### src/rtl/pwm_irq_arbiter_pkg.sv
// pwm_irq_arbiter_pkg: shared PWM interrupt types and widths
// Provides the PWM channel count, the matching interrupt ID width and the
// interrupt serialiser FSM state type.
package pwm_irq_arbiter_pkg;

    localparam int PWM_WIDTH = 8;
    localparam int IRQ_ID_W  = $clog2(PWM_WIDTH);

    typedef enum logic [1:0] {IDLE, SERVE, WAIT_REL} irq_state_t;

endpackage

### src/rtl/pwm_irq_arbiter_rr_pick.sv
// rr_pick: combinational round-robin picker (rotate and priority-encode)
// Ports:
//   req   [N-1:0]    request vector
//   ptr   [ID_W-1:0] index with highest priority, must be < N
//   valid            any request set
//   id    [ID_W-1:0] first set request at or after ptr, wrapping N-1 -> 0
module rr_pick #(
    parameter int N    = 8,
    parameter int ID_W = $clog2(N)
) (
    input  logic [N-1:0]    req,
    input  logic [ID_W-1:0] ptr,
    output logic            valid,
    output logic [ID_W-1:0] id
);

    // Scanning from the farthest offset down lets the nearest hit overwrite.
    always_comb begin
        int j;
        valid = 1'b0;
        id    = '0;
        j     = 0;
        for (int k = N - 1; k >= 0; k--) begin
            j = int'(ptr) + k;
            j = (j >= N) ? j - N : j;
            if (req[j]) begin
                valid = 1'b1;
                id    = ID_W'(j);
            end
        end
    end

endmodule

### src/rtl/pwm_irq_arbiter.sv
// pwm_irq_arbiter: latches PWM events as interrupts and serialises them round-robin
// Ports:
//   clk, reset           clock, asynchronous active-high reset
//   src_in   [N_SRC-1:0] PWM event lines, rising edge is an event
//   enable   [N_SRC-1:0] per-source enable mask
//   irq_ack              CPU acknowledge
//   ovf_clr              clears all overflow flags
//   irq_out              interrupt request to CPU
//   irq_id   [ID_W-1:0]  source being served, valid while irq_out=1
//   pending  [N_SRC-1:0] unmasked pending flags
//   overflow [N_SRC-1:0] sticky: event arrived while already pending
//   busy                 FSM not idle
module pwm_irq_arbiter
    import pwm_irq_arbiter_pkg::*;
#(
    parameter int N_SRC = PWM_WIDTH,
    parameter int ID_W  = $clog2(N_SRC)
) (
    input  logic             clk,
    input  logic             reset,
    input  logic [N_SRC-1:0] src_in,
    input  logic [N_SRC-1:0] enable,
    input  logic             irq_ack,
    input  logic             ovf_clr,
    output logic             irq_out,
    output logic [ID_W-1:0]  irq_id,
    output logic [N_SRC-1:0] pending,
    output logic [N_SRC-1:0] overflow,
    output logic             busy
);

    irq_state_t       state, state_n;
    logic [N_SRC-1:0] src_q;
    logic [N_SRC-1:0] evt;
    logic [N_SRC-1:0] clr;
    logic [N_SRC-1:0] elig;
    logic [ID_W-1:0]  rr_ptr;
    logic             gnt_valid;
    logic [ID_W-1:0]  gnt_id;

    assign evt  = src_in & ~src_q;
    assign elig = pending & enable;

    rr_pick #(
        .N    (N_SRC),
        .ID_W (ID_W)
    ) u_pick (
        .req   (elig),
        .ptr   (rr_ptr),
        .valid (gnt_valid),
        .id    (gnt_id)
    );

    always_ff @(posedge clk or posedge reset) begin
        if (reset) state <= IDLE;
        else       state <= state_n;
    end

    // WAIT_REL holds off the next grant until ack drops, so a long ack
    // cannot clear a second source.
    always_comb begin
        state_n = state;
        case (state)
            IDLE:     state_n = gnt_valid ? SERVE : IDLE;
            SERVE:    state_n = irq_ack ? WAIT_REL : SERVE;
            WAIT_REL: state_n = irq_ack ? WAIT_REL : IDLE;
            default:  state_n = IDLE;
        endcase
    end

    always_comb begin
        clr     = '0;
        irq_out = (state == SERVE);
        busy    = (state != IDLE);
        if (state == SERVE && irq_ack) clr[irq_id] = 1'b1;
    end

    // A new event beats a simultaneous clear and is not counted as overflow,
    // since the old occurrence is being retired in that very cycle.
    always_ff @(posedge clk or posedge reset) begin
        if (reset) begin
            src_q    <= '0;
            pending  <= '0;
            overflow <= '0;
            rr_ptr   <= '0;
            irq_id   <= '0;
        end else begin
            src_q    <= src_in;
            pending  <= (pending & ~clr) | evt;
            overflow <= (ovf_clr ? '0 : overflow) | (evt & pending & ~clr);
            if (state == IDLE && gnt_valid) irq_id <= gnt_id;
            if (state == SERVE && irq_ack)
                rr_ptr <= (irq_id == ID_W'(N_SRC - 1)) ? '0 : irq_id + 1'b1;
        end
    end

endmodule

### config.mk
export PLATFORM = sky130hd
export DESIGN_NAME = pwm_irq_arbiter
export DESIGN_NICKNAME = d
export VERILOG_FILES = /design/src/rtl/pwm_irq_arbiter_pkg.sv /design/src/rtl/pwm_irq_arbiter_rr_pick.sv /design/src/rtl/pwm_irq_arbiter.sv
export SDC_FILE = /design/constraint.sdc
export NUM_CORES = 1
export LEC_CHECK = 0
export BUFFER_PORTS_ARGS = -buffer_cell sky130_fd_sc_hd__buf_2
export CORE_MARGIN = 2
export CORE_UTILIZATION = 38
export CTS_BUF_LIST = sky130_fd_sc_hd__clkbuf_8
export CTS_CLUSTER_DIAMETER = 200
export DETAILED_ROUTE_END_ITERATION = 16
export GPL_TIMING_DRIVEN = 0
export PLACE_DENSITY_LB_ADDON = 0.25
export SETUP_SLACK_MARGIN = 0.02
export SYNTH_ARGS = -nofsm -noshare
export SYNTH_HDL_FRONTEND = slang
export SYNTH_SLANG_ARGS = --single-unit
### constraint.sdc
create_clock -name clk -period 3.1 [get_ports clk]
set_input_delay 0.93 -clock clk [delete_from_list [all_inputs] [get_ports clk]]
set_output_delay 0.93 -clock clk [all_outputs]
set_load 0.01 [all_outputs]
**Word level (Yosys, flattened, before mapping)**

Cells that the tools add are included.
W data, S select, Z words.

- Bits in registers: 32
- Input port bits: 20
- Output and inout port bits: 21
- Word-level logic and storage cells: 114

- Add/subtract/negate cells: 16
- Order comparisons: 18
- Equal/unequal tests: 3
- Multiplexer cells: 57
- Bitwise operators: 9
- Reduce and logical (&&, ||, !) cells: 5

Operators with widths:

| cell | number |
|---|---|
| $lt A32 B5 Y1 const B | 8 |
| $mux W32 | 8 |
| $ge A32 B5 Y1 const B | 7 |
| $sub A32 B5 Y32 const B | 7 |
| $and A8 B8 Y8 | 5 |
| $mux W3 | 9 |
| $mux W1 | 26 |
| $bmux W1 S3 | 8 |
| $add A3 B3 Y4 const B | 4 |
| $mux W8 | 2 |
| $not A8 Y8 | 2 |
| $or A8 B8 Y8 | 2 |
| $add A3 B2 Y4 const B | 2 |
| $pmux W2 S3 | 1 |
| $sub A3 B4 Y5 const B | 1 |
| $add A3 B1 Y4 const B | 1 |
| $ge A3 B4 Y1 const B | 1 |
| $lt A3 B4 Y1 const B | 1 |
| $mux W2 | 2 |
| $add A3 B1 Y3 const B | 1 |
| $demux W1 S3 | 1 |
| $eq A3 B3 Y1 const B | 1 |
| $ge A3 B1 Y1 const B | 1 |
| $logic_and A1 B1 Y1 | 3 |
| 4 further kinds | 4 |

**Depth between registers and ports, before layout**

- Depth after elaboration: 16
- Mapped depth: 11
- Mapped depth without buffers: 10

**Hierarchy**

A second synthesis with hierarchy kept.

- Cells, all modules: 196
- Area, all modules: 2075.7 µm²

By module, submodules not included:

| module | times used | cells each | area each (µm²) | seq. area each (µm²) |
|---|---|---|---|---|
| pwm_irq_arbiter | 1 | 106 | 1293.7 | 800.8 |
| rr_pick | 1 | 90 | 782.0 | 0.0 |

**Worst setup path after synthesis**

No wires, ideal clock.

- Path kind: input-to-reg
- Start: input enable[4]
- End: register irq_id[1]
- Library setup time: 0.119 ns
- Data arrival time: 2.601 ns
- Required time: 2.981 ns
- Slack: 0.380 ns
- Stages on the path: 8
- Buffers on the path: 0
- Path through: and2_1 > mux2i_1 > inv_1 > mux4_2 > a211o_1 > a221oi_2 > o311ai_1 > o21a_1

- Cells in the longest elaborated chain, start to end: 13
- Elaborated cells on any way between the ends: 42
- Those cells by class: mux: 40; bitwise: 1; reduce/logical: 1

Ends and longest elaborated chain:

| item | RTL line | source |
|---|---|---|
| from (decl) | pwm_irq_arbiter.sv:22 | `input logic [N_SRC-1:0] enable,` |
| $and A8 B8 Y8 (*) | pwm_irq_arbiter.sv:42 | `assign elig = pending & enable;` |
| $bmux W1 S3 | pwm_irq_arbiter_rr_pick.sv:26 | `if (req[j]) begin` |
| $mux W1 (implied by the code) (2 in a row) | pwm_irq_arbiter_rr_pick.sv:26 |  |
| $mux W1 (8 in a row) | pwm_irq_arbiter_rr_pick.sv:26 |  |
| $logic_and A1 B1 Y1 | pwm_irq_arbiter.sv:91 | `if (state == IDLE && gnt_valid) irq_id <= gnt_id;` |
| to (signal assigned) | pwm_irq_arbiter.sv:91 |  |
| to (decl) | pwm_irq_arbiter.sv:26 | `output logic [ID_W-1:0] irq_id,` |

Mark *: on every way between the ends. The rest lies on a longest branch, timed or not. The select of a mux whose other input is x is not followed.
A chain may end at the register's enable or synchronous reset.

**Final worst setup path**

Ends and elaborated chain as after synthesis.

==> impl_metrics.toml <==
[global_route]
grt_pass1_wl_um = 8760
antenna_found_initial = 0
grt_usage_pct = 17.9
grt-ovfl-total = 0
grt_pass1_vias = 1897
grt_max_degree = 33

[status]
status = "finished, final reports clean"

[synthesis]
ys_seq_area_share_pct = 37.8
yosysWarnings = 0
synthesis.area_um2 = 2120
netlist_instances = 222
syn-num-nets = 246
ys.flop_type = "dfrtp_1"
syn_area_per_cell_um2 = 9.55
synth_edf_count = 0
synthTopCellsByArea = "dfrtp_1, mux4_2, nand2_1, nand2b_1, o22ai_1"
synthArstFlopShare_pct = 100
synth.distinct_cells = 52
yosysTopAreaCellShare_pct = 37.8
ys_ff_latch = 32
synth_top_area_cell = "dfrtp_1"

[power]
power_density_nw_per_um2 = 1130
finalPower_uw = 2870
power.leakage_uw = 0.00112
max-vdd-ir-drop_uv = 396

[drt]
first_pass_iters = 4
drc = 0
vias_per_cell = 5.29
routedWlPerCell_um = 14.6
ant_nets = 0
first_iter_violations = 105
finalWirelength_um = 5030
vias = 1821

[setup_path]
crit_path_end_kind = "register"
cp.required_ps = 3270
crit_type = "input port to register"
cp_max_fo = 4
cp.arrival_ps = 3020
cp-start-kind = "input port"

[sta]
post-route-min-period_ps = 2850
setup_viol = 0
hold_viol_final = 0
fin_hold_ws_ps = 513
fmax_mhz = 351
slew-limit-headroom_pct = 66.0
slew_violations = 0
finalCritPeriodShare_pct = 92.0
worstMarginPinSlew_ps = 505
rsz0062_at_grt = "no"
fin_ws_ps = 247
fin_skew_ps = 8.06

[floorplan]
die-width_um = 78.7
start_util_pct = 39.0
core_um2 = 5440
rows = 27
io_pins = 41
die_h_um = 78.7
die_area_um2 = 6190

[final_layout]
syn_to_final_growth_pct = 19.8
post-route-cell-area_um2 = 2540
num_antenna_cells = 0
fin_nets = 295
nFillCells = 522
drive_gt1_share_pct = 26.8
final_util_pct = 46.7

[cts]
clock_latency_ps = 280
cts_sinks = 32
root_buffer = "clkbuf_8"
htreeDepth = 2
cts_made_buffers = 5
clk_path_buf_depth = 2
cts_tree = "yes"
clk_pin_slew_worst_paths_ps = 70

[placed_design]
portBuffers = 39
gp_congestion = 0.880
dp_hpwl_um = 4020
pre_cts_slack_ps = -110
placed_area_um2 = 2400

[worst_hold_path]
hold_path_class = "register to register"

[job]
maxCapViolCount = 0
[report_power, final]
part | internal, µW | switching [µW] | leakage, µW
logic | 865 | 1060 | 0.000713
clock network | 156 | 153 | 0.0000455
registers | 529 | 110 | 0.000360
total | 1550 | 1320 | 0.00112
[worst paths after layout]
path                            from         end  slack, ps  depth (start not counted)
max                        enable[4]   irq_id[1]        250                          9
min                         src_q[3]  pending[3]        510                          2
max reg2reg                rr_ptr[1]   irq_id[2]        340                         11
min reg2reg                 src_q[3]  pending[3]        510                          2
max in group asynchronous      reset   irq_id[0]       2160                          3
min in group asynchronous      reset    src_q[0]        540                          2
[worst max-delay path, cell delays in order]
cell,delay (ps)
buf_2,100
and2_1,160
mux2i_1,320
inv_1,100
mux4_2,520
a211o_1,310
a221oi_2,270
o311ai_1,150
o21a_1,140
[cell usage in the layout (no fill, tap or decap), drive strengths merged, types with 4 or more instances in the layout]
master	netlist	final
a21oi	5	5
and2	10	10
buf	5	47
clkbuf	2	7
dfrtp	32	32
ha	4	4
inv	16	16
mux2i	4	4
mux4	9	9
nand2	26	26
nand2b	14	14
nand3	4	4
nor2	15	15
nor3	4	4
o21ai	13	13
o21bai	4	4
o22ai	14	14
or2	4	4
[registers in the layout, summed over array words and instances, names as in the netlist]
| name | count |
|---|---|
| state | 2 |
| irq_id | 3 |
| src_q | 8 |
| rr_ptr | 3 |
| pending | 8 |
| overflow | 8 |
[metal layers]
metal	track usage [%]	share of wire (%)	vias to the layer above
met1	23.3	43	858
met3	3.33	4.9	14
met2	28.2	48	52
li1	-	-	897
met4	9.47	3.5	0
met5	0	0	-
[synth_stat cells (2+ instances only)]
master     n
xnor2_1    3
mux2_2     2
or2_2      2
xor2_1     2
a21o_1     3
nand2b_1  14
inv_1     15
dfrtp_1   32
a21boi_0   2
a22o_1     3
mux4_2     6
o21bai_1   4
nand3_1    3
clkbuf_1   2
mux4_1     3
a21oi_1    4
o21ai_1    2
o21ai_0   11
nand2_1   26
o31ai_1    3
nor3_1     4
a221oi_2   2
a211o_1    2
mux2i_1    4
and2_1    10
o22ai_1   13
nor2_1    15
nor2b_1    2
ha_1       4
and3_1     2
[repair_timing]
item / CTS / global route
setup endpoints to repair: 0 / 3
hold buffers: 0 / 0
endpoints found under the hold margin: 0 / 0
setup buffers: 0 / 2
gates resized for setup: 0 / 4
[kinds of logic (layout without fill, tap and decap cells)]
logic type / after synthesis / count (layout) / share of synthesized area [%]
compound gates: 59 / 59 / 19.9
xor+xnor: 5 / 5 / 2.07
fa+ha+maj: 4 / 4 / 2.36
buf+inv: 24 / 74 / 5.37
flops: 32 / 32 / 37.8
mux: 15 / 15 / 13.0
simple gates: 83 / 83 / 19.5
[stage by stage]
step | TNS, ps | instances
2_1_floorplan | 0 | 222
3_3_place_gp | -288 | 333
3_5_place_dp | -249 | 333
4_1_cts | 0 | 341
5_1_grt | 0 | 344
6_report | 0 | 344
[final cells by class]
| cell class | instances | area (µm²) | area share (%) |
|---|---|---|---|
| buffer | 7 | 51.3 | 2.02 |
| clock buffer | 5 | 68.8 | 2.71 |
| clock inverter | 3 | 20.0 | 0.789 |
| inverter | 17 | 63.8 | 2.51 |
| multi-input combinational | 166 | 1210 | 47.8 |
| sequential | 32 | 801 | 31.5 |
| tap | 72 | 90.1 | 3.55 |
| timing repair buffer | 42 | 230 | 9.07 |
Power figures use the tool's default switching activity.
